### src/rtl/pipe_ctrl.sv
// Pipeline sequencer: merges stage stall requests and runs the exception freeze/flush handshake.
// Optional stall watchdog enabled with the CTRL_WATCHDOG_EN macro.
module pipe_ctrl #(
  parameter logic [31:0] EXC_VECTOR = 32'hBFC00380,
  parameter logic [31:0] ERET_CODE  = 32'h0000000E,
  parameter int          WDT_LIMIT  = 1024
) (
  input  logic        clk,
  input  logic        rst,
  input  logic        stallreq_if,
  input  logic        stallreq_id,
  input  logic        stallreq_ex,
  input  logic        stallreq_mem,
  input  logic [31:0] mem_excepttype,
  input  logic [31:0] cp0_epc,
  output logic [5:0]  stall,
  output logic        flush,
`ifdef CTRL_WATCHDOG_EN
  output logic        stall_timeout,
`endif
  output logic [31:0] new_pc
);

  typedef enum logic [1:0] {
    ST_RUN    = 2'd0,
    ST_FREEZE = 2'd1,
    ST_FLUSH  = 2'd2
  } state_t;

  state_t      state_q, state_d;
  logic        flush_q, flush_d;
  logic [31:0] new_pc_q, new_pc_d;
  logic        accept_s;

  assign accept_s = (state_q == ST_RUN) && (mem_excepttype != 32'd0) && !stallreq_mem;

  // State, flush and redirect registers
  always_ff @(posedge clk or negedge rst) begin
    if (!rst) begin
      state_q  <= ST_RUN;
      flush_q  <= 1'b0;
      new_pc_q <= 32'd0;
    end else begin
      state_q  <= state_d;
      flush_q  <= flush_d;
      new_pc_q <= new_pc_d;
    end
  end

  // Next-state logic and redirect capture
  always_comb begin
    state_d  = state_q;
    new_pc_d = new_pc_q;
    case (state_q)
      ST_RUN: begin
        if (accept_s) begin
          state_d  = ST_FREEZE;
          new_pc_d = (mem_excepttype == ERET_CODE) ? cp0_epc : EXC_VECTOR;
        end else begin
          state_d  = ST_RUN;
          new_pc_d = 32'd0;
        end
      end
      ST_FREEZE: state_d = ST_FLUSH;
      ST_FLUSH: begin
        state_d  = ST_RUN;
        new_pc_d = 32'd0;
      end
      default: begin
        state_d  = ST_RUN;
        new_pc_d = 32'd0;
      end
    endcase
  end

  // Output logic: stall vector from state and requests; flush pulses in the cycle after FREEZE
  always_comb begin
    stall   = 6'b000000;
    flush_d = (state_q == ST_FREEZE);
    if (!rst) begin
      stall = 6'b000000;
    end else begin
      case (state_q)
        ST_RUN: begin
          // accept and mem stall both hold the faulting/waiting instruction out of WB
          if (accept_s || stallreq_mem) stall = 6'b011111;
          else if (stallreq_ex)         stall = 6'b001111;
          else if (stallreq_id)         stall = 6'b000111;
          else if (stallreq_if)         stall = 6'b000011;
          else                          stall = 6'b000000;
        end
        ST_FREEZE: stall = 6'b011111;
        ST_FLUSH:  stall = 6'b000000;
        default:   stall = 6'b000000;
      endcase
    end
  end

  assign flush  = flush_q;
  assign new_pc = new_pc_q;

`ifdef CTRL_WATCHDOG_EN
  localparam int             CW      = $clog2(WDT_LIMIT + 1);
  localparam logic [CW-1:0]  WDT_MAX = CW'(WDT_LIMIT);

  logic [CW-1:0] wdt_cnt_q, wdt_cnt_d;
  logic          timeout_q, timeout_d;

  // Watchdog counter and sticky timeout flag
  always_ff @(posedge clk or negedge rst) begin
    if (!rst) begin
      wdt_cnt_q <= '0;
      timeout_q <= 1'b0;
    end else begin
      wdt_cnt_q <= wdt_cnt_d;
      timeout_q <= timeout_d;
    end
  end

  // Saturating count of consecutive RUN cycles with the PC stalled
  always_comb begin
    if ((state_q == ST_RUN) && stall[0]) begin
      wdt_cnt_d = (wdt_cnt_q == WDT_MAX) ? wdt_cnt_q : wdt_cnt_q + {{(CW-1){1'b0}}, 1'b1};
    end else begin
      wdt_cnt_d = '0;
    end
    timeout_d = timeout_q | (wdt_cnt_d == WDT_MAX);
  end

  assign stall_timeout = timeout_q;
`endif

endmodule
### config.mk
export PLATFORM = sky130hd
export DESIGN_NAME = pipe_ctrl
export DESIGN_NICKNAME = d
export VERILOG_FILES = /design/src/rtl/pipe_ctrl.sv
export SDC_FILE = /design/constraint.sdc
export NUM_CORES = 1
export LEC_CHECK = 0
export ABC_AREA = 1
export CAP_MARGIN = 25
export CORE_MARGIN = 3
export CORE_UTILIZATION = 30
export CTS_BUF_LIST = sky130_fd_sc_hd__clkbuf_4
export DETAILED_ROUTE_END_ITERATION = 8
export PLACE_DENSITY = 0.68
export SLEW_MARGIN = 20
export SYNTH_ARGS = -nofsm -noshare
export SYNTH_HDL_FRONTEND = slang
export SYNTH_SLANG_ARGS = --single-unit
### constraint.sdc
create_clock -name clk -period 1.35 [get_ports clk]
set_clock_uncertainty 0.05 [all_clocks]
set_input_delay 0.27 -clock clk [delete_from_list [all_inputs] [get_ports clk]]
set_output_delay 0.27 -clock clk [all_outputs]
set_load 0.05 [all_outputs]
==> Word level (Yosys, flattened, before mapping) <==
Cells that the tools add are included.
{ "word_totals": {"regBits": 35, "latchBits": 0, "ramBits": 0, "rom_bits": 0, "inputBits": 70, "output_inout_bits": 39, "word_cells": 22, "memories": 0} }
{ "op_classes": {"n_addsub": 0, "multipliers": 0, "div": 0, "magnitude_cmp": 0, "n_eq_ne": 2, "n_shift": 0, "mux": 11, "bitwise_logic": 0, "reduce_logical": 6} }
{ "ops": {"columns": ["op", "n"], "rows": [
  ["32-bit 2-to-1 mux", 2],
  ["32-bit one-hot mux with 2 select lines", 1],
  ["32-bit by 4-bit == test with 1-bit output, second input constant", 1],
  ["32-bit nonzero test", 1],
  ["6-bit one-hot mux with 2 select lines", 1],
  ["6-bit 2-to-1 mux", 1],
  ["5-bit 2-to-1 mux", 1],
  ["4-bit 2-to-1 mux", 1],
  ["2-bit one-hot mux with 2 select lines", 1],
  ["3-bit 2-to-1 mux", 1],
  ["2-bit by 1-bit == test with 1-bit output, second input constant", 1],
  ["1-bit logical AND", 2],
  ["2-bit logical NOT", 1],
  ["2-bit 2-to-1 mux", 1],
  ["1-bit logical NOT", 1],
  ["1-bit logical OR", 1],
  ["1-bit 2-to-1 mux", 1]
]} }

==> Logic depth before layout (Yosys ltp) <==
{ "logic_depth": {"word_depth": 7, "depth_mapped": 10, "ltp_nobuf": 9} }

==> Worst setup path before layout <==
OpenSTA, ideal clock, no wires.
{ "synth_timing": {"path_type": "reg-to-output", "startpoint": "reg flush (netlist name)", "endpoint": "out stall[1]", "arrival_time_ns": 1.661, "t_required_ns": 1.030, "path_slack_ns": -0.631, "path_stages_with_launch": 7, "n_path_buf": 1, "path_cell_list": "dfrtp_1 -> nor2_1 -> o21ai_0 -> nand2_1 -> nand2_1 -> nand2_1 -> buf_4"} }
{ "synth_lines": {"columns": ["item", "line", "rtl"], "rows": [
  ["to (decl)", "16", "output logic [5:0] stall,"]
]} }

==> results.py <==
metrics = {
    "status": {
        "run_status": "complete, but fails checks",
        "violations": "setup timing",
    },
    "critical_path": {
        "rrSetupSlack_ns": -0.20,
        "cp.required_ns": 1.03,
        "worstPathArrival_ns": 1.41,
        "crit_path_start_kind": "register",
        "r2r_cells": 7,
        "cp_max_fo": 4,
        "crit_type": "register to output port",
        "cp-end-kind": "output port",
    },
    "place": {
        "dp.cells": 443,
        "dp_slack_ns": -0.735,
        "hpwl_um": 4270,
        "io_buffers": 107,
        "place_congestion": 0.715,
    },
    "finish": {
        "fin_nets": 466,
        "seq_area_um2": 852,
        "fillers": 503,
        "final_util_pct": 64.5,
        "area_delta_synth_final_pct": 104,
        "multiInputGateArea_um2": 1020,
        "diodes": 0,
        "final_cells": 472,
        "drive_gt1_share_pct": 38.8,
    },
    "yosys": {
        "synth_area_um2": 1920,
        "synth_area_per_cell_um2": 7.35,
        "synth_mux_area_share_pct": 0,
        "synth_compound_area_share_pct": 0.913,
        "synthAdderAreaFrac_pct": 0,
        "synth_area_leaders": "dfrtp_1, nand2_1, nand3_1, nor2_2, inv_1",
        "synth_xor_area_share_pct": 0,
        "synth_top_area_cell": "dfrtp_1",
        "ys_seq_elements": 34,
        "synth_top_area_share_pct": 44.4,
        "yosysUniqueCellTypes": 17,
        "synth_fp_nets": 331,
        "synth_top_family_by_area": "simple AND/OR/NAND/NOR gates",
        "yosys_warnings": 0,
        "synth_simple_gate_area_share_pct": 43.2,
        "syn_inst": 261,
        "ys_seq_area_share_pct": 44.4,
    },
    "pwr": {
        "power.density_nw_per_um2": 818,
        "power_mw": 3.20,
        "leakage_nw": 1.92,
        "power_switching_mw": 1.18,
        "seq_power_share_pct": 36.5,
        "p_int_mw": 2.02,
        "pwr-share-comb_pct": 46.4,
        "peakVddDrop_mv": 0.498,
        "power.share.switching_pct": 36.9,
        "pwr-share-clk_pct": 17.1,
    },
    "die": {
        "die_h_um": 86.0,
        "die-width_um": 86.0,
        "ioPinCount": 109,
        "core_um2": 6060,
        "dieArea_um2": 7390,
        "rows": 28,
        "initial_core_util_pct": 31.6,
    },
    "grt": {
        "grt_pass1_wl_um": 10500,
        "grt_usage_pct": 18.2,
        "grt_max_degree": 35,
        "grt_pass1_vias": 2171,
        "antenna_found_initial": 0,
        "grt-ovfl-total": 0,
    },
    "worst_hold_path": {
        "worstHoldPathCells": 5,
        "hold_path.class": "input port to register",
    },
    "sta": {
        "fmax_mhz": 578,
        "final-hold-violation-count": 0,
        "min_period_ns": 1.73,
        "fin_ws_ns": -0.382,
        "final_max_slew_viol_count": 0,
        "finalSetupViolCount": 38,
        "rsz0062_at_grt": "true",
        "timing.final.crit_share_pct": 128,
    },
    "clock_tree": {
        "cts-root-buf": "clkbuf_4",
        "clockBufferDepth": 2,
        "insertion_delay_ns": 0.33,
        "cts.clk_slew.worst_paths_ns": 0.11,
        "cts-buffers-inserted": 5,
        "clock-sinks": 34,
        "cts_tree": "built",
        "htree_levels": 2,
    },
    "route": {
        "drt_iter0_drc": 96,
        "vias": 2191,
        "drc": 0,
        "firstDrtPassIters": 4,
        "vias_per_cell": 4.64,
        "wl_um": 6680,
        "wire_per_inst_um": 14.2,
        "antenna_left": 0,
    },
    "flow_run": {
        "maxCapViolations": 0,
    },
}
-- cell type report --
type,instances,area share [%]
tap,75,2.40
clock inverter,3,0.416
clock buffer,5,0.960
timing repair buffer,141,45.4
sequential,34,21.8
multi-input combinational,184,26.0
inverter,30,3.04
-- stage by stage --
step / hold slack (ns) / cell area (um^2) / TNS, ns
after global placement: 0.327 / 3510 / -24.93
after CTS: 0.492 / 3820 / -2.35
after global routing: 0.514 / 3910 / -8.85
after floorplan: -0.0756 / 1970 / -0.755
after detailed placement: 0.331 / 3510 / -26.05
final: 0.502 / 3910 / -6.45
-- cell usage in the layout (no fill, tap or decap), types with 2 or more instances in the layout --
master and instances:
buf_12 41, buf_16 2, buf_2 8, buf_4 17, buf_6 5, buf_8 5
clkbuf_2 9, clkbuf_4 5, clkdlybuf4s15_1 16, clkdlybuf4s50_1 36, clkinvlp_4 2, dfrtp_1 33
inv_1 26, inv_2 2, nand2_1 75, nand2_2 7, nand2_4 3, nand3_1 28
nand3_2 4, nand3b_1 12, nor2_1 12, nor2_2 26, nor2_4 13
-- final timing paths --
kind                             start    endpoint
min                        cp0_epc[19]  new_pc[19]
min reg2reg                 new_pc[23]  new_pc[23]
max reg2reg                      flush  new_pc[13]
max                              flush    stall[0]
max in group asynchronous          rst       flush
min in group asynchronous          rst  new_pc[17]
-- worst max-delay path, stage by stage, from the launching register on --
cell	delay [ns]
dfrtp_2	0.46
nor2_4	0.14
o21ai_4	0.08
nand2_2	0.08
nand2_4	0.08
nand2_4	0.09
buf_8	0.15
-- power groups by stage --
stage          clock (mW)  sequential (mW)  combinational (mW)
4_1_cts             0.574             1.17                1.37
5_1_grt             0.619             1.18                1.55
2_1_floorplan           0             1.38               0.365
6_report            0.547             1.17                1.48
3_5_place_dp            0             1.18                1.21
3_3_place_gp            0             1.18                1.20
-- per-layer routing --
layer	share of wire [%]	wire [um]	track usage (%)
met1	43	2850	22.8
met2	48	3210	30.7
met3	7.6	505	4.23
met4	1.8	121	6.19
met5	0	0	0
-- sequential cells by signal (all words and copies together), names as in the netlist --
| name | count |
|---|---|
| new_pc | 32 |
| flush | 1 |
| state_q | 1 |
-- kinds of logic (layout without fill, tap and decap cells) --
logic type / count (synthesis) / after routing
flip-flops: 34 / 34
AO/OA/AOI/OAI: 3 / 3
AND/OR/NAND/NOR: 178 / 180
buffers and inverters: 45 / 179
other: 1 / 1
-- cell usage after synthesis --
master     n
buf_4      3
nand3b_1  12
buf_6      4
inv_1     28
o31ai_1    1
nor2_2    22
nor2_1    25
nand2_2    2
conb_1     1
nor2_4     2
dfrtp_1   34
inv_2      2
clkbuf_1   2
o21ai_0    2
nand2_1   83
nand3_1   32
buf_2      6
-- repair_timing --
item,CTS,global route
pin swaps,37,22
hold endpoints to repair,34,0
hold buffers,1,0
buffers inserted,17,5
cloned,4,1
resized for setup,97,36
endpoints found under the setup margin,38,39
No activity file was read; power rests on OpenSTA's default activity.
